$ cat src/rtl/ps2_pkg.sv
// rtl/ps2_pkg.sv - shared PS/2 definitions: FSM states, parity helper, command bytes
// Contents:
//   ps2_tx_state_t : host transmit FSM state encoding
//   odd_parity()   : parity bit that makes the 9-bit frame payload odd
//   CMD_*          : common host-to-keyboard command bytes
//   PARITY_EDGE    : clock falling edge on which the parity bit is driven
package ps2_pkg;

  typedef enum logic [2:0] {
    ST_IDLE,
    ST_INHIBIT,
    ST_REQ,
    ST_SHIFT,
    ST_STOP,
    ST_ACK,
    ST_RELEASE
  } ps2_tx_state_t;

  localparam logic [7:0] CMD_SET_LEDS = 8'hED;
  localparam logic [7:0] CMD_RESET    = 8'hFF;
  localparam logic [7:0] CMD_ENABLE   = 8'hF4;

  // Edges 1..8 carry data LSB-first, edge 9 carries parity.
  localparam logic [3:0] PARITY_EDGE  = 4'd9;

  function automatic logic odd_parity(input logic [7:0] d);
    return ~^d;
  endfunction

endpackage

$ cat src/rtl/ps2_sync_edge.sv
// rtl/ps2_sync_edge.sv - 2-flop synchronizer with falling-edge detect for one PS/2 line
// Ports:
//   i_clk   : system clock
//   i_reset : synchronous active-high reset, flops preset to 1 (idle line)
//   i_line  : raw asynchronous line
//   o_sync  : synchronized line level
//   o_fall  : one-cycle pulse when the synchronized level goes 1 -> 0
module ps2_sync_edge (
  input  logic i_clk,
  input  logic i_reset,
  input  logic i_line,
  output logic o_sync,
  output logic o_fall
);

  logic r_meta;
  logic r_sync;
  logic r_prev;

  always_ff @(posedge i_clk) begin
    if (i_reset) begin
      r_meta <= 1'b1;
      r_sync <= 1'b1;
      r_prev <= 1'b1;
    end else begin
      r_meta <= i_line;
      r_sync <= r_meta;
      r_prev <= r_sync;
    end
  end

  assign o_sync = r_sync;
  assign o_fall = r_prev & ~r_sync;

endmodule

$ cat src/rtl/ps2_host_tx.sv
// rtl/ps2_host_tx.sv - PS/2 host-to-device command transmitter
// Ports:
//   i_clk, i_reset  : system clock, synchronous active-high reset
//   i_tx_data       : command byte, captured when accepted
//   i_tx_valid      : send request, honoured only while o_tx_ready=1
//   o_tx_ready      : high in IDLE
//   i_ps2clk        : raw PS/2 clock line
//   i_ps2data       : raw PS/2 data line
//   o_ps2clk_low    : open-drain enable, 1 pulls PS2CLK low
//   o_ps2data_low   : open-drain enable, 1 pulls PS2Data low
//   o_busy          : high outside IDLE
//   o_done          : one-cycle pulse, device acked and both lines idle
//   o_err           : one-cycle pulse, missing ack or timeout
module ps2_host_tx
  import ps2_pkg::*;
#(
  parameter int CLK_FREQ_HZ = 100_000_000,
  parameter int INHIBIT_US  = 100,
  parameter int TIMEOUT_MS  = 20
) (
  input  logic       i_clk,
  input  logic       i_reset,
  input  logic [7:0] i_tx_data,
  input  logic       i_tx_valid,
  output logic       o_tx_ready,
  input  logic       i_ps2clk,
  input  logic       i_ps2data,
  output logic       o_ps2clk_low,
  output logic       o_ps2data_low,
  output logic       o_busy,
  output logic       o_done,
  output logic       o_err
);

  localparam int INHIBIT_CYCLES = CLK_FREQ_HZ / 1_000_000 * INHIBIT_US;
  localparam int TIMEOUT_CYCLES = CLK_FREQ_HZ / 1000 * TIMEOUT_MS;
  localparam int INH_W = (INHIBIT_CYCLES > 1) ? $clog2(INHIBIT_CYCLES) : 1;
  localparam int TO_W  = $clog2(TIMEOUT_CYCLES + 1);
  localparam logic [INH_W-1:0] INH_LAST = INH_W'(INHIBIT_CYCLES - 1);
  localparam logic [TO_W-1:0]  TO_LIMIT = TO_W'(TIMEOUT_CYCLES);

  ps2_tx_state_t    r_state;
  ps2_tx_state_t    w_state_nxt;
  logic [INH_W-1:0] r_inh_cnt;
  logic [TO_W-1:0]  r_to_cnt;
  logic [3:0]       r_edge_cnt;
  logic [8:0]       r_shift;
  logic             r_data_low;

  logic w_clk_sync;
  logic w_clk_fall;
  logic w_data_sync;
  logic w_unused_data_fall;
  logic w_active;
  logic w_timeout;

  ps2_sync_edge u_sync_clk (
    .i_clk   (i_clk),
    .i_reset (i_reset),
    .i_line  (i_ps2clk),
    .o_sync  (w_clk_sync),
    .o_fall  (w_clk_fall)
  );

  ps2_sync_edge u_sync_data (
    .i_clk   (i_clk),
    .i_reset (i_reset),
    .i_line  (i_ps2data),
    .o_sync  (w_data_sync),
    .o_fall  (w_unused_data_fall)
  );

  // Timeout window covers everything from request-to-send until release.
  assign w_active  = r_state inside {ST_REQ, ST_SHIFT, ST_STOP, ST_ACK, ST_RELEASE};
  assign w_timeout = w_active && (r_to_cnt == TO_LIMIT);

  assign o_tx_ready = (r_state == ST_IDLE);
  assign o_busy     = (r_state != ST_IDLE);

  always_comb begin
    w_state_nxt   = r_state;
    o_ps2clk_low  = 1'b0;
    o_ps2data_low = 1'b0;
    o_done        = 1'b0;
    o_err         = 1'b0;
    case (r_state)
      ST_IDLE: begin
        if (i_tx_valid) w_state_nxt = ST_INHIBIT;
      end
      ST_INHIBIT: begin
        o_ps2clk_low = 1'b1;
        // Data goes low on the last inhibit cycle so the start bit is
        // already present when the clock is released.
        if (r_inh_cnt == INH_LAST) begin
          o_ps2data_low = 1'b1;
          w_state_nxt   = ST_REQ;
        end
      end
      ST_REQ: begin
        o_ps2data_low = 1'b1;
        w_state_nxt   = ST_SHIFT;
      end
      ST_SHIFT: begin
        o_ps2data_low = r_data_low;
        if (w_clk_fall && (r_edge_cnt + 4'd1 == PARITY_EDGE)) w_state_nxt = ST_STOP;
      end
      ST_STOP: begin
        // Parity stays on the line until edge 10 hands over to the stop bit.
        o_ps2data_low = r_data_low;
        if (w_clk_fall) w_state_nxt = ST_ACK;
      end
      ST_ACK: begin
        if (w_clk_fall) begin
          if (w_data_sync) begin
            o_err       = 1'b1;
            w_state_nxt = ST_IDLE;
          end else begin
            w_state_nxt = ST_RELEASE;
          end
        end
      end
      ST_RELEASE: begin
        if (w_clk_sync && w_data_sync) begin
          o_done      = 1'b1;
          w_state_nxt = ST_IDLE;
        end
      end
      default: w_state_nxt = ST_IDLE;
    endcase

    // Timeout overrides whatever the state decided this cycle.
    if (w_timeout) begin
      o_ps2clk_low  = 1'b0;
      o_ps2data_low = 1'b0;
      o_done        = 1'b0;
      o_err         = 1'b1;
      w_state_nxt   = ST_IDLE;
    end
  end

  always_ff @(posedge i_clk) begin
    if (i_reset) begin
      r_state    <= ST_IDLE;
      r_inh_cnt  <= '0;
      r_to_cnt   <= '0;
      r_edge_cnt <= '0;
      r_shift    <= '0;
      r_data_low <= 1'b0;
    end else begin
      r_state <= w_state_nxt;
      case (r_state)
        ST_IDLE: begin
          r_inh_cnt  <= '0;
          r_to_cnt   <= '0;
          r_edge_cnt <= '0;
          r_data_low <= 1'b0;
          if (i_tx_valid) r_shift <= {odd_parity(i_tx_data), i_tx_data};
        end
        ST_INHIBIT: begin
          if (r_inh_cnt != INH_LAST) r_inh_cnt <= r_inh_cnt + INH_W'(1);
        end
        ST_REQ: begin
          r_data_low <= 1'b1;
        end
        ST_SHIFT: begin
          if (w_clk_fall) begin
            r_data_low <= ~r_shift[0];
            r_shift    <= r_shift >> 1;
            r_edge_cnt <= r_edge_cnt + 4'd1;
          end
        end
        default: ;
      endcase
      if (w_active && (r_to_cnt != TO_LIMIT)) r_to_cnt <= r_to_cnt + TO_W'(1);
    end
  end

endmodule

$ cat config.mk
export PLATFORM = sky130hd
export DESIGN_NAME = ps2_host_tx
export DESIGN_NICKNAME = d
export VERILOG_FILES = /design/src/rtl/ps2_pkg.sv /design/src/rtl/ps2_sync_edge.sv /design/src/rtl/ps2_host_tx.sv
export SDC_FILE = /design/constraint.sdc
export NUM_CORES = 1
export LEC_CHECK = 0
export CAP_MARGIN = 10
export CORE_ASPECT_RATIO = 2
export CORE_UTILIZATION = 40
export DETAILED_ROUTE_END_ITERATION = 8
export MAX_ROUTING_LAYER = met4
export SLEW_MARGIN = 20
export SYNTH_ARGS = -nofsm -noshare
export SYNTH_HDL_FRONTEND = slang
export SYNTH_HIERARCHICAL = 1
export SYNTH_SLANG_ARGS = --single-unit
$ cat constraint.sdc
create_clock -name i_clk -period 5.7 [get_ports i_clk]
set_input_delay 1.14 -clock i_clk [delete_from_list [all_inputs] [get_ports i_clk]]
set_output_delay 1.14 -clock i_clk [all_outputs]
set_load 0.01 [all_outputs]
==> Word-level counts from Yosys, hierarchy flattened <==
Index checks and enable logic that the tools add are counted.
{ "totals": {"out_inout_bits": 6, "input_bits": 13, "register_bits": 57, "elab_cells": 86} }
{ "op_classes": {"add_sub_neg": 3, "eq_ne": 19, "n_bitwise": 3, "n_reduce_logical": 19, "n_mux": 31} }
{ "ops": {"columns": ["op", "n"], "rows": [
  ["21-bit two-way mux", 2],
  ["14-bit case mux with 2 select lines", 1],
  ["21-bit by 1-bit adder with 21-bit output, second input constant", 1],
  ["21-bit == test, second input constant", 1],
  ["3-bit two-way mux", 7],
  ["21-bit inequality test, second input constant", 1],
  ["3-bit case mux with 7 select lines", 1],
  ["9-bit two-way mux", 2],
  ["9-bit case mux with 2 select lines", 1],
  ["14-bit by 1-bit adder with 14-bit output, second input constant", 1],
  ["14-bit == test, second input constant", 1],
  ["14-bit two-way mux", 1],
  ["14-bit inequality test, second input constant", 1],
  ["1-bit two-way mux", 12],
  ["2-bit inequality test, second input constant", 6],
  ["3-bit == test, second input constant", 3],
  ["4-bit case mux with 2 select lines", 1],
  ["8-bit XNOR reduction", 1],
  ["3-bit by 2-bit == test with 1-bit output, second input constant", 2],
  ["1-bit case mux with 3 select lines", 2],
  ["2-bit AND reduction", 3],
  ["6-bit AND reduction", 1],
  ["2-bit nonzero test", 3],
  ["3-bit nonzero test", 2],
  ["12 further kinds", 18]
]} }

==> Longest topological paths before layout <==
Gate-level depths: netlist (run 1).
{ "depth": {"ltp_word": 5, "ltp_mapped": 7, "depth_no_buf": 7} }

==> Modules after synthesis <==
The synthesis (run 1) kept the hierarchy.
{ "by_module_without_submodules": {"columns": ["module", "seq_area_each_um2", "cells_each", "area_per_inst_um2", "n_inst"], "rows": [
  ["ps2_host_tx", 1041.0, 363, 2936.6, 1],
  ["ps2_sync_edge", 60.1, 7, 85.1, 2]
]} }

==> Worst setup path before layout (run 1) <==
No wires, ideal clock.
{ "synth_timing": {"path_kind": "reg2out", "startpoint": "reg r_to_cnt[8]", "endpoint": "out o_err", "setup_slack_ps": 2793, "arrival_time_ps": 1767, "stages_incl_launch_ff": 6, "n_path_buf": 0, "required_ps": 4560, "path_cell_list": "dfxtp_1 > or4_1 > or4_4 > nor2_1 > a41oi_1 > nor2_1"} }
{ "synth_via": {"elab_chain_len": 3} }
{ "synth_lines": {"columns": ["item", "line", "text"], "rows": [
  ["from (decl)", "ps2_host_tx.sv:45", "logic [TO_W-1:0] r_to_cnt;"],
  ["from (signal assigned)", "ps2_host_tx.sv:174", "if (w_active && (r_to_cnt != TO_LIMIT)) r_to_cnt <= r_to_cnt + TO_W'(1);"],
  ["21-bit == test", "ps2_host_tx.sv:75", "assign w_timeout = w_active && (r_to_cnt == TO_LIMIT);"],
  ["1-bit logical AND", "ps2_host_tx.sv:75", null],
  ["1-bit two-way mux", "ps2_host_tx.sv:132", "if (w_timeout) begin"],
  ["to (decl)", "ps2_host_tx.sv:32", "output logic o_err"]
]} }
No other way between the ends.

==> Final worst setup path (run 1) <==
Ends and elaborated chain as after synthesis.

==> summary.txt, run 1 <==
Outcome
  • Outcome: finished, final reports clean

Synth
  • Mean post-synth cell area: 8.22 µm²
  • Synth Cell Area: 0.00307 mm²
  • Syn nets: 392
  • Synthesized instance count: 374
  • Ys Warns: 6

Power
  • Worst vdd ir: 0.000187 V
  • Leak: 1.18 nW
  • Pwr Total: 0.000974 W
  • PwrDens: 272 mW/mm²

Global route
  • Congestion Overflow GR: 0
  • Largest net degree at the start of global routing: 43
  • Overall Global Routing Usage: 20.3%
  • Vias in the first global route: 2681
  • First-pass GRT wire length: 12200 µm
  • Initial antenna violation count: 0

Cells and area
  • ANT cells: 0
  • Area growth from synthesis to layout: 16.2%
  • Share of cells above drive strength 1: 9.97%
  • Final Net Count: 404

Min path
  • Hold Crit Class: register to register
  • Worst hold path depth: 1
  • Worst hold endpoint: u_sync_data/o_sync
  • Hold Crit Start: u_sync_data/r_meta

STA
  • # setup viols final: 0
  • Fin crit share: 68.6%
  • Min Tclk post-route: 3910 ps
  • Worst-Margin Slew: 987 ps
  • RSZ-0062 raised after global routing: no
  • Final Hold Slack: 403 ps
  • Worst Clk Skew: 7.88 ps
  • Setup TNS: 0 ps
  • Final count of hold timing violations: 0
  • Slew headroom: 34.0%
  • Fmax: 0.256 GHz
  • Slew Limit Fails: 0
  • PnR worst setup slack: 1790 ps

Setup path
  • Worst R2R Path Depth: 5
  • CP Data Required Time: 4560 ps
  • CP max FO: 7
  • Startpoint types: register
  • Critical R2R Launch: r_state[1]
  • Critical R2R Capture: r_to_cnt[19]
  • CP Capture Type: output port
  • Worst EP arrival: 2770 ps
  • Crit Path Class: register to output port
  • Flop2flop setup slack: 3170 ps

Placement
  • Worst slack at placement: 2120 ps
  • PortBufs: 18
  • Gpl congestion: 0.773
  • DP HPWL: 5110 µm

Floorplan
  • Die H: 126 µm
  • FP Rows: 44
  • Initial core utilization: 42.0%
  • Die Area: 0.00806 mm²
  • Core Area: 0.00732 mm²
  • IO Count: 19
  • Chip Width: 64.0 µm

Clock tree
  • Cts hold-fix bufs: 0
  • H-tree Lvls: 3
  • Post-CTS setup buffer count: 0
  • Max Root-Sink Buffers: 2
  • Num CTS Buffers: 9
  • Clock root buffer: clkbuf_16
  • Post-cts sizing count: 0
  • Reg clk slew, reported paths: 50 ps
  • Clock latency on the worst-skew pair: 330 ps
  • Sink Count: 57
  • CTS tree: done

Job
  • Max-cap viol count: 0

Route
  • Drt drc: 0
  • Routed len/inst: 14.8 µm
  • Starting DRT DRC Count: 103
  • Via count: 2680
  • Routed Antenna Nets: 0
  • TritonRoute pass-1 iters: 4
  • Number of vias per cell: 5.55
  • Drt total wl: 7160 µm
## layout by cell type (no fill, tap or decap), drive strengths merged, types with 3 or more instances in the layout
master          n
nor3b           3
nand3b          3
a311oi          3
or2             6
inv            18
and4            3
nor3           13
dfxtp          57
clkinv          3
or4             8
or3            16
nand3          27
ha              5
clkdlybuf4s50  18
nand4           5
xnor2          16
o211ai         10
mux2i           9
nand2          22
clkbuf         13
mux2            5
a31oi           3
and3            3
nand2b          5
nor4            3
nor2           45
o21ai          13
a21oi          30
a211oi          8
## per-stage QoR
step	cell area [µm²]	std cells	utilization, %
floorplan	3070	374	-
global placement	3300	467	45.0
detailed placement	3300	467	45.0
CTS	3570	483	48.8
global route	3570	483	48.8
finish	3570	483	48.8
## critical path: stages, from the launching register on
cell and delay [ps]:
dfxtp_1 360, or4_1 530, or4_4 530, nor2_1 250, a41oi_1 70, nor2_1 150, clkdlybuf4s50_1 560
## worst max path at each step
| stage | from | endpoint | cells after the start |
|---|---|---|---|
| after floorplan | r_to_cnt[8] | o_err | 5 |
| after global placement | r_to_cnt[8] | o_err | 6 |
| after detailed placement | r_to_cnt[8] | o_err | 6 |
| after CTS | r_to_cnt[8] | o_err | 6 |
| after global routing | r_to_cnt[8] | o_err | 6 |
| final | r_to_cnt[8] | o_err | 6 |
## registers in the layout, summed over array words and instances, names as in the netlist
| signal | cells |
|---|---|
| r_data_low | 1 |
| r_edge_cnt | 4 |
| r_inh_cnt | 14 |
| r_shift | 9 |
| r_state | 3 |
| r_to_cnt | 21 |
| u_sync_clk/o_sync | 1 |
| u_sync_clk/r_meta | 1 |
| u_sync_clk/r_prev | 1 |
| u_sync_data/o_sync | 1 |
| u_sync_data/r_meta | 1 |
## power by group
group / internal, W / switching (W)
registers: 0.000408 / 0.00000679
logic: 0.0000303 / 0.0000390
clock network: 0.000315 / 0.000175
## routing by layer
layer	vias up	share of wire (%)	GRT usage, %
met5	-	0	-
met1	1286	39	18.7
li1	1372	-	-
met2	16	58	38.1
met4	0	1.5	10.4
met3	6	1.8	3.89
## cell type report
cell class | count | area, µm²
Fill cell | 738 | 3750
Multi-Input combinational cell | 280 | 1780
Sequential cell | 57 | 1140
Clock buffer | 13 | 260
Timing Repair Buffer | 20 | 195
Tap cell | 92 | 115
Inverter | 18 | 67.6
Clock inverter | 3 | 15.0
No activity file was read; power rests on OpenSTA's default activity.
==> run 2: changes to the inputs <==
==> constraint.sdc (replaced) <==
create_clock -name i_clk -period 3.35 [get_ports i_clk]
set_input_delay 0.67 -clock i_clk [delete_from_list [all_inputs] [get_ports i_clk]]
set_output_delay 0.67 -clock i_clk [all_outputs]
set_load 0.01 [all_outputs]
==> run 2 against run 1 <==
Compared with the run above:
- flip-flop and latch count stayed put
- final cell count grew 1.0%
- non-clock buffer count rose by 5
- global-route usage increased by 0.98 points
- hold slack better by 3.7 ps
- largest power group unchanged
- highest routed layer unchanged
==> summary.txt, run 2 (synthesis results as in run 1) <==
Outcome
  • Outcome: finished, final reports clean

Cells and area
  • Reg with most FFs: r_to_cnt
  • Most frequent cells in the layout: dfxtp_1, nor2_1, a21oi_1
  • Register area: 0.00114 mm²
  • Area taken by multi-input logic gates: 0.00178 mm²
  • Share of cells above drive strength 1: 11.9%
  • Finished Layout Cells: 488
  • Final Net Count: 409
  • Design Area, Final: 0.00364 mm²
  • Number of flip-flops in the largest register: 21
  • Leading cell type in the layout, fill and taps excluded: dfxtp_1
  • Biggest regs: r_to_cnt: 21 flops, r_inh_cnt: 14 flops, r_shift: 9 flops
  • Fill count: 713
  • ANT cells: 0
  • Area growth from synthesis to layout: 18.4%

STA
  • PnR worst setup slack: 302 ps
  • Setup TNS: 0 ps
  • Min Tclk post-route: 3050 ps
  • Fin crit share: 91.0%
  • Worst Clk Skew: 4.52 ps
  • Fmax: 0.328 GHz
  • Slew Limit Fails: 0
  • # setup viols final: 0
  • Slew headroom: 55.8%
  • Final count of hold timing violations: 0
  • RSZ-0062 raised after global routing: no
  • Worst-Margin Slew: 663 ps

Route
  • Drt total wl: 7220 µm
  • Starting DRT DRC Count: 96
  • Number of vias per cell: 5.53
  • Routed len/inst: 14.8 µm
  • Via count: 2698
  • Drt drc: 0
  • Routed Antenna Nets: 0
  • TritonRoute pass-1 iters: 4

Floorplan
  • Core Area: 0.00732 mm²
  • Die Area: 0.00806 mm²
  • Die H: 126 µm
  • Initial core utilization: 42.0%
  • FP Rows: 44
  • IO Count: 19
  • Chip Width: 64.0 µm

Global route
  • Initial antenna violation count: 0
  • Vias in the first global route: 2783
  • First-pass GRT wire length: 12900 µm
  • Overall Global Routing Usage: 21.3%
  • Congestion Overflow GR: 0
  • Largest net degree at the start of global routing: 42

Setup path
  • CP endpoint: o_err
  • Startpoint types: register
  • Worst path slowest cell: or4_1
  • Worst R2R Path Depth: 5
  • CP peak stage delay: 530 ps
  • CP Capture Type: output port
  • Crit Path Class: register to output port
  • CP Launch Point: r_to_cnt[8]
  • WP depth: 6
  • Worst Path Buf+Inv: 1
  • Critical path's top delay family: simple AND/OR/NAND/NOR gates
  • Critical path cell sequence: or4_1 > or4_4 > nor2_2 > a41oi_1 > nor2_1 > dlygate4sd2_1
  • Critical R2R Launch: r_state[2]
  • CP max FO: 7
  • Worst EP arrival: 2380 ps
  • Flop2flop setup slack: 920 ps
  • CP Data Required Time: 2680 ps
  • Critical R2R Capture: r_to_cnt[19]

Power
  • PwrDens: 474 mW/mm²
  • Leak: 1.26 nW
  • Pwr Total: 0.00173 W
  • Worst vdd ir: 0.000269 V

Placement
  • Gpl congestion: 0.815
  • Inst Count DP: 472
  • DP HPWL: 5200 µm
  • Cell Area, Placed: 0.00334 mm²
  • PortBufs: 18
  • Worst slack at placement: 291 ps

Clock tree
  • H-tree Lvls: 3
  • Num CTS Buffers: 9
  • Clock root buffer: clkbuf_16
  • Max Root-Sink Buffers: 2
  • Clock latency on the worst-skew pair: 330 ps
  • Post-CTS setup buffer count: 0
  • Reg clk slew, reported paths: 50 ps
  • Sink Count: 57
  • Cts hold-fix bufs: 0
  • CTS tree: done

Min path
  • Hold Crit Class: register to register

Job
  • Max-cap viol count: 0
-- run 2: report_power, final --
part,total [W],internal [W],switching (W)
registers,0.000706,0.000694,0.0000119
clock network,0.000902,0.000589,0.000313
logic,0.000118,0.0000528,0.0000654
total,0.00173,0.00134,0.000391
-- run 2: how the worst min path moves through the flow --
stage / to / start / cells past startpoint / slack [ps]
3_5_place_dp: u_sync_data/o_sync / u_sync_data/r_meta / 1 / 400
4_1_cts: u_sync_data/o_sync / u_sync_data/r_meta / 1 / 410
3_3_place_gp: u_sync_clk/o_sync / u_sync_clk/r_meta / 1 / 390
5_1_grt: u_sync_data/o_sync / u_sync_data/r_meta / 1 / 430
6_report: u_sync_data/o_sync / u_sync_data/r_meta / 1 / 410
2_1_floorplan: u_sync_clk/o_sync / u_sync_clk/r_meta / 1 / 390
-- run 2: stage by stage --
stage | utilization, % | hold slack (ps)
3_5_place_dp | 45.6 | 398
5_1_grt | 49.7 | 427
3_3_place_gp | 45.6 | 390
2_1_floorplan | - | 385
4_1_cts | 49.6 | 411
6_report | 49.7 | 407
-- run 2: cell type report --
| class | count | share of cell area [%] |
|---|---|---|
| clock buffers | 10 | 6.57 |
| clock inverters | 6 | 1.58 |
| inverters | 18 | 1.86 |
| multi-input cells | 280 | 49.0 |
| flip-flops and latches | 57 | 31.4 |
| well taps | 92 | 3.16 |
| repair buffers | 25 | 6.50 |
-- run 2: timing repair --
action / 4_1_cts / 5_1_grt
gates cloned: 0 / 0
pin swaps: 0 / 0
gates resized for setup: 2 / 2
setup endpoints to repair: 3 / 2
-- run 2: worst register-to-register path, stage by stage (launching register included) --
cell      delay [ps]
dfxtp_1          680
o211ai_1         240
nand2b_1         230
or3_1            550
or4_1            520
a21oi_1          140
-- run 2: metal layers --
| metal | routed length, µm | share of wire [%] | global-route usage [%] |
|---|---|---|---|
| met1 | 2770 | 38 | 20.3 |
| met2 | 4050 | 56 | 38.3 |
| met4 | 163 | 2.3 | 10.6 |
| met5 | 0 | 0 | - |
| met3 | 238 | 3.3 | 5.53 |
